--- config.mk ---
export PLATFORM = sky130hd
export DESIGN_NAME = rtc_clock_multi
export DESIGN_NICKNAME = d
export VERILOG_FILES = /design/src/rtl/rtc_clock_multi.sv
export SDC_FILE = /design/constraint.sdc
export NUM_CORES = 1
export LEC_CHECK = 0
export BUFFER_PORTS_ARGS = -buffer_cell sky130_fd_sc_hd__clkbuf_2
export CAP_MARGIN = 20
export CORE_MARGIN = 2
export CORE_UTILIZATION = 52
export DETAILED_ROUTE_END_ITERATION = 10
export HOLD_SLACK_MARGIN = 0.05
export PLACE_DENSITY = 0.76
export SLEW_MARGIN = 20
export SYNTH_ARGS = -nofsm -noshare
export SYNTH_HDL_FRONTEND = slang
export SYNTH_SLANG_ARGS = --single-unit
--- constraint.sdc ---
create_clock -name clk_i -period 2.7 [get_ports clk_i]
set_input_delay 0.135 -clock clk_i [delete_from_list [all_inputs] [get_ports clk_i]]
set_output_delay 0.135 -clock clk_i [all_outputs]
set_load 0.01 [all_outputs]
--- src/rtl/rtc_clock_multi.sv ---
// rtc_clock_multi: BCD time-of-day clock with maskable alarms, seconds timer and sticky write-1-to-clear events
module rtc_clock_multi #(
  parameter int PRESCALE   = 32768,
  parameter int NUM_ALARMS = 4,
  parameter int TIMER_W    = 17,
  parameter int SEL_W      = (NUM_ALARMS > 1) ? $clog2(NUM_ALARMS) : 1
) (
  input  logic                clk_i,
  input  logic                rst_i,
  input  logic                clock_wr_i,
  input  logic [19:0]         clock_wdata_i,
  output logic [19:0]         clock_o,
  input  logic                alarm_wr_i,
  input  logic [SEL_W-1:0]    alarm_sel_i,
  input  logic [19:0]         alarm_wdata_i,
  input  logic [2:0]          alarm_mask_i,
  input  logic                alarm_en_i,
  output logic [23:0]         alarm_rdata_o,
  input  logic                timer_wr_i,
  input  logic [TIMER_W-1:0]  timer_target_i,
  input  logic                timer_enable_i,
  input  logic                timer_retrig_i,
  output logic [TIMER_W-1:0]  timer_value_o,
  input  logic [NUM_ALARMS:0] irq_clr_i,
  output logic [NUM_ALARMS:0] event_pending_o,
  output logic                event_o,
  output logic                update_day_o,
  output logic                cfg_err_o
);
  localparam int PW = $clog2(PRESCALE);
  logic [PW-1:0] pre;
  logic [19:0] al_time [NUM_ALARMS];
  logic [2:0] al_mask [NUM_ALARMS];
  logic [NUM_ALARMS-1:0] al_en, al_hit;
  logic tmr_en, tmr_rt;
  logic [TIMER_W-1:0] tmr_tgt, tmr_inc;
  logic [1:0] ht;
  logic [2:0] mt, st;
  logic [3:0] hu, mu, su;
  logic [5:0] nxt_hh;
  logic [6:0] nxt_mm, nxt_ss;
  logic s_wrap, m_wrap, h_wrap, tick, tick_eff, clk_ok, clk_load, alm_ok, tmr_step, tmr_hit;

  function automatic logic time_ok(input logic [19:0] t);
    return t[19:18] <= 2'd2 && t[17:14] <= 4'd9 && (t[19:18] < 2'd2 || t[17:14] <= 4'd3)
        && t[13:11] <= 3'd5 && t[10:7] <= 4'd9 && t[6:4] <= 3'd5 && t[3:0] <= 4'd9;
  endfunction

  assign {ht, hu, mt, mu, st, su} = clock_o;
  assign s_wrap = st == 3'd5 && su == 4'd9;
  assign m_wrap = mt == 3'd5 && mu == 4'd9;
  assign h_wrap = ht == 2'd2 && hu == 4'd3;
  assign nxt_ss = s_wrap ? 7'h00 : su == 4'd9 ? {st + 3'd1, 4'd0} : {st, su + 4'd1};
  assign nxt_mm = !s_wrap ? {mt, mu} : m_wrap ? 7'h00 : mu == 4'd9 ? {mt + 3'd1, 4'd0} : {mt, mu + 4'd1};
  assign nxt_hh = !(s_wrap && m_wrap) ? {ht, hu} : h_wrap ? 6'h00 : hu == 4'd9 ? {ht + 2'd1, 4'd0} : {ht, hu + 4'd1};
  assign tick = pre == PW'(PRESCALE - 1);
  assign clk_ok = time_ok(clock_wdata_i);
  assign clk_load = clock_wr_i && clk_ok;
  assign tick_eff = tick && !clk_load;
  assign alm_ok = time_ok(alarm_wdata_i) && int'(alarm_sel_i) < NUM_ALARMS;
  assign tmr_inc = timer_value_o + 1'b1;
  assign tmr_step = tick_eff && tmr_en && tmr_tgt != '0 && !timer_wr_i;
  assign tmr_hit = tmr_step && tmr_inc == tmr_tgt;

  always_comb begin
    al_hit = '0;
    alarm_rdata_o = '0;
    for (int k = 0; k < NUM_ALARMS; k++) begin
      al_hit[k] = al_en[k] && (!al_mask[k][2] || al_time[k][19:14] == nxt_hh)
                  && (!al_mask[k][1] || al_time[k][13:7] == nxt_mm)
                  && (!al_mask[k][0] || al_time[k][6:0] == nxt_ss);
      if (int'(alarm_sel_i) == k) alarm_rdata_o = {al_en[k], al_mask[k], al_time[k]};
    end
  end

  always_ff @(posedge clk_i) begin
    if (rst_i) begin
      pre <= '0;
      clock_o <= '0;
      al_en <= '0;
      tmr_en <= 1'b0;
      tmr_rt <= 1'b0;
      tmr_tgt <= '0;
      timer_value_o <= '0;
      event_pending_o <= '0;
      event_o <= 1'b0;
      update_day_o <= 1'b0;
      cfg_err_o <= 1'b0;
      for (int k = 0; k < NUM_ALARMS; k++) begin
        al_time[k] <= '0;
        al_mask[k] <= 3'b111;
      end
    end else begin
      pre <= (clk_load || tick) ? '0 : pre + 1'b1;
      clock_o <= clk_load ? clock_wdata_i : tick ? {nxt_hh, nxt_mm, nxt_ss} : clock_o;
      update_day_o <= tick_eff && s_wrap && m_wrap && h_wrap;
      cfg_err_o <= (clock_wr_i && !clk_ok) || (alarm_wr_i && !alm_ok);
      event_o <= |event_pending_o;
      event_pending_o <= (event_pending_o & ~irq_clr_i) | {tmr_hit, al_hit & {NUM_ALARMS{tick_eff}}};
      for (int k = 0; k < NUM_ALARMS; k++) begin
        if (alarm_wr_i && alm_ok && int'(alarm_sel_i) == k) begin
          al_time[k] <= alarm_wdata_i;
          al_mask[k] <= alarm_mask_i;
          al_en[k] <= alarm_en_i;
        end
      end
      if (timer_wr_i) begin
        tmr_tgt <= timer_target_i;
        tmr_en <= timer_enable_i;
        tmr_rt <= timer_retrig_i;
        timer_value_o <= '0;
      end else if (tmr_step) begin
        timer_value_o <= tmr_hit ? (tmr_rt ? '0 : tmr_tgt) : tmr_inc;
        tmr_en <= !(tmr_hit && !tmr_rt);
      end
    end
  end
endmodule

==> impl_metrics.tcl, run 1 <==
set metrics [dict create \
    finClkSkew_ps 11.6 \
    cts_buffers 17 \
    maxCapViolCount 0 \
    met3WireLength_um 2330 \
    synth_top_area_share_pct 27.7 \
    htree_levels 4 \
    top_layer_used "met4" \
    drtAntennaViolNets 0 \
    drtIter0Drc 794 \
    leakagePower_nw 5.18 \
    ioPinCount 144 \
    rows 50 \
    initial_core_util_pct 53.2 \
    ys.flop_type "edfxtp_1" \
    power_density_nw_per_um2 473 \
    fin_ws_ps -79.7 \
    syn_to_final_growth_pct 31.3 \
    rsz0062_at_grt "true" \
    maxSlewViolCount 0 \
    worst_setup_path_end_kind "flop" \
    cp.arrival_ps 3140 \
    power_mw 6.20 \
    peakVddDrop_v 0.000468 \
    hp-class "input port to flop" \
    synth_cells 976 \
    hold_viol 0 \
    path_clk_slew_ps 70 \
    drt-total-wl_um 30400 \
    synthArstFlopShare_pct 0 \
    crit_chain "buf_6, nand4_4, buf_6, nor4_4, mux2i_1, nor4_1, o2111ai_1, nor4_4, buf_6, mux2_2, a21oi_1" \
    fin_setup_tns_ps -658 \
    clock_path_buffers 2 \
    gp_congestion 0.930 \
    violations "negative setup slack" \
    synth_edf_count 92 \
    cpPeakStageDelay_ps 380 \
    track_usage_pct 29.9 \
    die_x_um 143 \
    worst_pin_slew_ps 787 \
    via_per_inst 5.87 \
    syn_area_sq_um 9990 \
    cp_top_family "simple AND/OR/NAND/NOR gates" \
    die_h_um 143 \
    grt.overflow.total 0 \
    slowest_stage "nor4_4" \
    setup_viol 14 \
    yosys.area.top_type "edfxtp_1" \
    path_max_fanout 5 \
    wl_met2_um 14500 \
    clock-sinks 175 \
    dp_hpwl_um 21600 \
    final_nets 1346 \
    crit_path_start_kind "flop" \
    n_fill_cell 1339 \
    finalCritPeriodShare_pct 103 \
    coreArea_sq_um 18800 \
    wl_per_cell_um 20.2 \
    ctsRootBufferMaster "clkbuf_16" \
    syn_nets 1064 \
    critPathMostFrequentCell "buf_6" \
    critPathBufInv 3 \
    port_buffers 143 \
    grt_pass1_vias 8558 \
    grt_max_degree 34 \
    ys_ff_latch 175 \
    fin_crit_ps 2780 \
    num_vias 8834 \
    clk_latency_ps 430 \
    drc_errors 0 \
    ys_types 68 \
    yosysWarningCount 0 \
    drt-met1-wl_um 12600 \
    drtPass1Iterations 5 \
    tritoncts "yes" \
    worstPathRequired_ps 3060 \
    yosys-top-cells-area "edfxtp_1 28%, dfxtp_1 17%, mux4_2 5.4%" \
    slew_headroom_pct 47.4 \
    whs_ps 54.5 \
    critPathKind "flop to flop" \
    syn-mean-instance-area_sq_um 10.2 \
    dpl_worst_slack_ps -277 \
    ys_seq_area_share_pct 44.3 \
    status "finished with violations" \
    antenna_found_initial 0 \
    grt_pass1_wl_um 46500 \
    dieArea_sq_um 20300 \
    layout-drive-gt1-share_pct 30.0 \
    fmax_mhz 360 \
]
routing by layer:
metal / vias to the layer above / track usage [%]
met5: - / 0
met4: 0 / 11.7
met3: 85 / 5.85
met2: 405 / 48.4
met1: 4253 / 39.7
li1: 4091 / -
cell usage in the layout (no fill, tap or decap), types with 19 or more instances in the layout:
master         Yosys  routed
o21ai_0           34      33
xor2_1            57      55
dlygate4sd3_1      0      60
buf_4              6     104
nand2_1           58      57
mux4_2            24      24
xnor2_1           61      60
nand4_1           19      19
edfxtp_1          92      92
nor2_1            83      81
inv_1             20      20
clkbuf_2           1     143
and2_1            85      85
mux2i_1           35      34
a21oi_1           41      36
dfxtp_1           83      74
nand3_1           24      22
state kept, by name, indices dropped and copies added, names as in the netlist:
name / count
al_time: 80
clock_o: 20
timer_value_o: 17
tmr_tgt: 17
pre: 15
al_mask: 12
event_pending_o: 5
al_en: 4
cfg_err_o: 1
event_o: 1
tmr_en: 1
tmr_rt: 1
update_day_o: 1
through the flow:
| stage | std cells | utilization, % | area (sq um) |
|---|---|---|---|
| finish | 1506 | 69.9 | 13100 |
| global route | 1505 | 69.9 | 13100 |
| CTS | 1496 | 68.7 | 12900 |
| detailed placement | 1395 | 61.5 | 11500 |
| global placement | 1395 | 61.5 | 11500 |
| floorplan | 976 | - | 10000 |
kinds of logic (layout without fill, tap and decap cells):
family,count (synthesis),count (layout),share of synthesized area (%)
adder cells (fa/ha/maj),13,13,1.63
AND/OR/NAND/NOR,382,382,21.0
buffers and inverters,75,370,3.22
AO/OA/AOI/OAI,144,144,9.45
flip-flops,175,175,44.3
other,0,1,0
multiplexers,69,69,10.1
XOR/XNOR,118,118,10.3
cell usage after synthesis (20+ instances only):
| cell type | count |
|---|---|
| a21oi_1 | 41 |
| and2_1 | 85 |
| clkbuf_1 | 32 |
| dfxtp_1 | 83 |
| edfxtp_1 | 92 |
| inv_1 | 20 |
| mux2i_1 | 35 |
| mux4_2 | 24 |
| nand2_1 | 58 |
| nand3_1 | 24 |
| nor2_1 | 83 |
| nor3_1 | 21 |
| o21ai_0 | 34 |
| xnor2_1 | 61 |
| xor2_1 | 57 |
final cells by class:
cell class,instances,area [sq um],share of cell area [%]
multi-input combinational,726,5490,41.9
sequential,175,4440,33.9
timing repair buffer,318,2250,17.1
clock buffer,17,425,3.24
tap,234,293,2.23
clock inverter,15,140,1.07
inverter,20,75.1,0.572
antenna,1,2.50,0.0191
power breakdown:
part | internal (mW) | switching (mW)
Clock | 1.23 | 1.18
Combinational | 0.376 | 0.394
Sequential | 2.90 | 0.111
worst paths after layout:
path         slack (ps)               from           endpoint  cells past startpoint
max                 -80   timer_value_o[0]  timer_value_o[14]                     11
min                  50  alarm_wdata_i[18]     al_time[1][18]                      2
max reg2reg         -80   timer_value_o[0]  timer_value_o[14]                     11
min reg2reg         490           al_en[1]           al_en[1]                      2
what timing repair did:
action	4_1_cts	5_1_grt
endpoints found under the setup margin	21	21
resized for setup	28	31
hold endpoints to repair	101	0
buffers inserted	9	9
pin swaps	10	18
hold buffers	60	0
Note: power is estimated with default switching activity, not from simulation.
==> inputs of run 2 (changes only) <==
--- a/config.mk
+++ b/config.mk
@@ -8,10 +8,11 @@
 export BUFFER_PORTS_ARGS = -buffer_cell sky130_fd_sc_hd__clkbuf_2
 export CAP_MARGIN = 20
 export CORE_MARGIN = 2
-export CORE_UTILIZATION = 52
+export CORE_UTILIZATION = 60
 export DETAILED_ROUTE_END_ITERATION = 10
 export HOLD_SLACK_MARGIN = 0.05
-export PLACE_DENSITY = 0.76
+export PLACE_DENSITY = 0.83
+export RECOVER_POWER = 100
 export SLEW_MARGIN = 20
 export SYNTH_ARGS = -nofsm -noshare
 export SYNTH_HDL_FRONTEND = slang
==> constraint.sdc (replaced) <==
create_clock -name clk_i -period 3.5 [get_ports clk_i]
set_input_delay 0.175 -clock clk_i [delete_from_list [all_inputs] [get_ports clk_i]]
set_output_delay 0.175 -clock clk_i [all_outputs]
set_load 0.01 [all_outputs]
==> run 2 against run 1 <==
Compared with the run above:
- the flow now finishes without violations
- clock skew is 5.3 ps lower
- combinational power is 35% lower
- via count is 5.6% lower
- count of clock-buffer cells in the layout stayed put
- sequential power is 23% lower
- total power is 22% lower
- design area is 10% lower
- worst hold slack better by 6.0 ps
- highest routed layer unchanged
==> impl_metrics.tcl, run 2 (synthesis results as in run 1) <==
set metrics [dict create \
    clock-sinks 175 \
    regMostFlops "al_time" \
    startpoint "timer_value_o[5]" \
    p_seq_share_pct 48.6 \
    status "finished, final reports clean" \
    dieArea_sq_um 17700 \
    wl_per_cell_um 20.4 \
    coreArea_sq_um 16400 \
    reg.largest.list "al_time x80, clock_o x20" \
    crit_chain "nand3_2, nor4_4, o311ai_0, nor4_1, o2111ai_1, nor4_4, clkbuf_1, mux2_2, a21oi_1" \
    reg2reg_to "timer_value_o[14]" \
    critPathMostFrequentCell "nor4_4" \
    hp-class "input port to flop" \
    final_nets 1236 \
    port_buffers 143 \
    fin_ws_ps 275 \
    final_cell_mix "92 x edfxtp_1, 86 x clkbuf_1, 83 x nor2_1, 83 x dfxtp_1, 72 x clkbuf_2" \
    critPathKind "flop to flop" \
    ctsRootBufferMaster "clkbuf_16" \
    n_antenna_cell 0 \
    drtIter0Drc 788 \
    maxCapViolCount 0 \
    die_h_um 133 \
    grt.overflow.total 0 \
    grt_pass1_vias 8182 \
    antenna_found_initial 0 \
    path_clk_slew_ps 70 \
    rr_worst_depth 9 \
    rsz0062_at_grt "false" \
    setup_viol 0 \
    worst_setup_path_end_kind "flop" \
    finClkSkew_ps 6.28 \
    num_vias 8340 \
    crit_path_start_kind "flop" \
    drtPass1Iterations 5 \
    grt_pass1_wl_um 44000 \
    syn_to_final_growth_pct 18.2 \
    dp_hpwl_um 19700 \
    reg2reg_from "timer_value_o[5]" \
    internal_power_mw 3.61 \
    via_per_inst 6.04 \
    clock_path_buffers 2 \
    endpoint "timer_value_o[14]" \
    drt-total-wl_um 28100 \
    htree_levels 4 \
    fin_crit_ps 3220 \
    tritoncts "yes" \
    worst_pin_slew_ps 1320 \
    worstPathRequired_ps 3860 \
    slowest_stage "dfxtp_1" \
    track_usage_pct 32.2 \
    path_max_fanout 13 \
    power_frac_comb_pct 10.3 \
    slew_headroom_pct 12.3 \
    pwr-share-clk_pct 41.1 \
    postCtsSetupBuffers 0 \
    leakagePower_nw 4.19 \
    finalCritPeriodShare_pct 92.1 \
    maxSlewViolCount 0 \
    whs_ps 60.6 \
    rows 47 \
    fmax_mhz 310 \
    cp.arrival_ps 3590 \
    multiInputGateArea_sq_um 5260 \
    cts_buffers 17 \
    dpl_worst_slack_ps 231 \
    largest_reg_flops 80 \
    initial_core_util_pct 60.9 \
    cpPeakStageDelay_ps 510 \
    power.switching_mw 1.21 \
    n_fill_cell 1212 \
    power_density_nw_per_um2 408 \
    peakVddDrop_v 0.000349 \
    drc_errors 0 \
    ff_latch_area_sq_um 4420 \
    power_mw 4.82 \
    fin_setup_tns_ps 0 \
    layout-drive-gt1-share_pct 13.8 \
    drtAntennaViolNets 0 \
    regToRegSetupSlack_ps 280 \
    ioPinCount 144 \
    sw_frac_of_total_pct 25.1 \
    gp_congestion 0.910 \
    hold_viol 0 \
    die_x_um 133 \
    final_common_cell "edfxtp_1" \
    clk_latency_ps 440 \
    grt_max_degree 31 \
]
[run 2: power groups by stage]
stage          Clock [mW]  Combinational (mW)  Sequential (mW)
6_report             1.98               0.497             2.34
4_1_cts              1.98               0.502             2.33
2_1_floorplan           0               0.292             2.34
3_3_place_gp            0               0.454             2.37
3_5_place_dp            0               0.460             2.38
5_1_grt              2.07               0.535             2.35
[run 2: layout make-up]
class | instances | area share [%]
Clock inverter | 15 | 1.55
Tap cell | 220 | 2.33
Timing Repair Buffer | 208 | 9.85
Inverter | 20 | 0.636
Multi-Input combinational cell | 726 | 44.6
Sequential cell | 175 | 37.5
Clock buffer | 17 | 3.60
[run 2: how the worst min path moves through the flow]
stage                              to               start  cells past startpoint
after CTS                   cfg_err_o          clock_wr_i                      4
after global routing      clock_o[10]   clock_wdata_i[10]                      3
after detailed placement  tmr_tgt[13]  timer_target_i[13]                      3
after global placement    tmr_tgt[14]  timer_target_i[14]                      3
after floorplan              al_en[0]          alarm_en_i                      2
final                       cfg_err_o          clock_wr_i                      4
[run 2: timing repair]
item,in CTS,in global routing
hold buffers,42,0
setup endpoints to repair,0,2
endpoints found under the hold margin,49,0
resized for setup,0,5
[run 2: per-layer routing]
metal	global-route usage, %	vias up	part of all wire (%)	wire (um)
met1	41.8	4006	41	11400
met2	52.7	414	48	13500
met5	0	-	0	0
li1	-	3863	-	-
met4	13.1	0	3.1	867
met3	7.05	57	8.3	2330
[run 2: critical path, delay by kind of cell, from the launching register on]
family	cells	cell delay (ps)
buffers and inverters	1	320
AOI/OAI and AO/OA	3	540
and+or+nand+nor	4	1410
muxes	1	380
DFF	1	510
[run 2: through the flow]
stage / std cells / cell area, sq um / utilization [%]
after global placement: 1307 / 10900 / 66.5
final: 1381 / 11800 / 72.0
after global routing: 1381 / 11800 / 72.0
after floorplan: 976 / 9990 / -
after CTS: 1381 / 11900 / 72.8
after detailed placement: 1307 / 10900 / 66.5
==> inputs of run 3 (changes only) <==
--- a/config.mk
+++ b/config.mk
@@ -7,7 +7,6 @@
 export LEC_CHECK = 0
 export BUFFER_PORTS_ARGS = -buffer_cell sky130_fd_sc_hd__clkbuf_2
 export CAP_MARGIN = 20
-export CORE_MARGIN = 2
 export CORE_UTILIZATION = 60
 export DETAILED_ROUTE_END_ITERATION = 10
 export HOLD_SLACK_MARGIN = 0.05
==> run 3 against run 2 <==
Compared with the run above:
- the flow now finishes with violations (max-capacitance violations, max-slew violations)
- sequential share of layout area increased by 0.22 points
- cell count shrank 0.43%
- first-iteration DRC count rose by 5.8%
- non-clock buffer count down 2
- critical endpoint is now event_pending_o[0]
- register-to-register slack got worse by 100 ps
==> impl_metrics.tcl, run 3 (synthesis results as in run 1) <==
set metrics [dict create \
    crit_path_start_kind "flop" \
    maxCapViolCount 1 \
    worst_setup_path_end_kind "flop" \
    rsz0062_at_grt "false" \
    cts_buffers 17 \
    rows 46 \
    final_core_util_pct 73.1 \
    grt_pass1_wl_um 42300 \
    dp_hpwl_um 19200 \
    n_fill_cell 1190 \
    clock-sinks 175 \
    regMostFlops "al_time" \
    syn_to_final_growth_pct 17.5 \
    worstPathRequired_ps 3880 \
    layout-drive-gt1-share_pct 13.4 \
    power_density_nw_per_um2 402 \
    antenna_found_initial 0 \
    final_cell_mix "92 x edfxtp_1, 87 x clkbuf_1, 83 x nor2_1, 83 x dfxtp_1, 70 x clkbuf_2" \
    hold_viol 0 \
    num_vias 8348 \
    cp.arrival_ps 3710 \
    drtPass1Iterations 5 \
    hp-class "input port to flop" \
    finClkSkew_ps 9.85 \
    drc_errors 0 \
    drtAntennaViolNets 0 \
    leakagePower_nw 4.19 \
    fin_ws_ps 173 \
    gp_congestion 0.934 \
    port_buffers 143 \
    die_x_um 131 \
    grt.overflow.total 0 \
    dieArea_sq_um 17200 \
    n_antenna_cell 0 \
    finalCritPeriodShare_pct 95.0 \
    reg.largest.list "al_time x80, clock_o x20" \
    maxSlewViolCount 20 \
    power_mw 4.72 \
    final_common_cell "edfxtp_1" \
    worst_pin_slew_ps 1650 \
    setup_viol 0 \
    peakVddDrop_v 0.000373 \
    wl_per_cell_um 20.3 \
    drtIter0Drc 834 \
    slew_headroom_pct -9.76 \
    status "finished with violations" \
    grt_max_degree 31 \
    fin_setup_tns_ps 0 \
    ctsRootBufferMaster "clkbuf_16" \
    dpl_worst_slack_ps 241 \
    whs_ps 57.3 \
    path_clk_slew_ps 60 \
    grt_pass1_vias 7857 \
    ioPinCount 144 \
    path_max_fanout 10 \
    htree_levels 4 \
    largest_reg_flops 80 \
    clk_latency_ps 440 \
    tritoncts "yes" \
    die_h_um 131 \
    postCtsSetupBuffers 0 \
    drt-total-wl_um 27900 \
    violations "max-capacitance violations, max-slew violations" \
    track_usage_pct 33.5 \
    fmax_mhz 301 \
    fin_crit_ps 3330 \
    clock_path_buffers 2 \
    via_per_inst 6.07 \
    critPathKind "flop to flop" \
    coreArea_sq_um 16100 \
    final_nets 1234 \
    initial_core_util_pct 62.2 \
]
## run 3: cell types whose count changed in the layout (fill, tap and decap cells not counted), sizes merged, moves of 2 or more
| cell | before | now |
|---|---|---|
| clkinvlp | 5 | 2 |
| buf | 8 | 11 |
| clkinv | 3 | 6 |
| dlygate4sd3 | 42 | 40 |
## run 3: report_power, final
group	switching [mW]	leakage, nW	internal, mW
Sequential	0.0937	1.56	2.25
Clock	0.835	0.273	1.05
Combinational	0.266	2.36	0.231
## run 3: path summary, 6_finish.rpt
path	startpoint	endpoint	slack, ps	depth (start not counted)
max	clock_o[0]	event_pending_o[0]	170	10
max reg2reg	clock_o[0]	event_pending_o[0]	170	10
min	clock_wdata_i[10]	clock_o[10]	60	3
min reg2reg	pre[0]	pre[0]	470	1
## run 3: final cells by class
type	count	area (sq um)	share of cell area, %
clock buffer	19	433	3.69
sequential	175	4420	37.7
clock inverter	13	138	1.17
timing repair buffer	206	1150	9.82
tap	216	270	2.30
inverter	20	75.1	0.640
multi-input combinational	726	5250	44.7
## run 3: routing by layer
metal / track usage, % / share of wire (%)
met5: 0 / 0
met1: 44.5 / 41
met2: 53.0 / 46
met4: 14.5 / 3.7
met3: 7.04 / 9.1
## run 3: worst max-delay path, stage by stage, from the launching register on
cell and delay [ps]:
dfxtp_1 550, ha_1 310, nand3b_1 170, buf_4 220, nand2_1 80, a21boi_1 500
xnor2_1 170, nor3_1 280, nand4_1 160, a2111oi_0 620, a22o_1 200
## run 3: metrics by stage
stage | instance area (sq um) | std cells
after floorplan | 9990 | 976
after global placement | 10900 | 1303
after detailed placement | 10900 | 1303
after CTS | 11900 | 1375
after global routing | 11700 | 1375
final | 11700 | 1375
## run 3: repair_timing
action / in CTS / in global routing
hold buffers: 40 / 0
endpoints found under the hold margin: 45 / 0
resized for setup: 0 / 1
endpoints found under the setup margin: 0 / 2
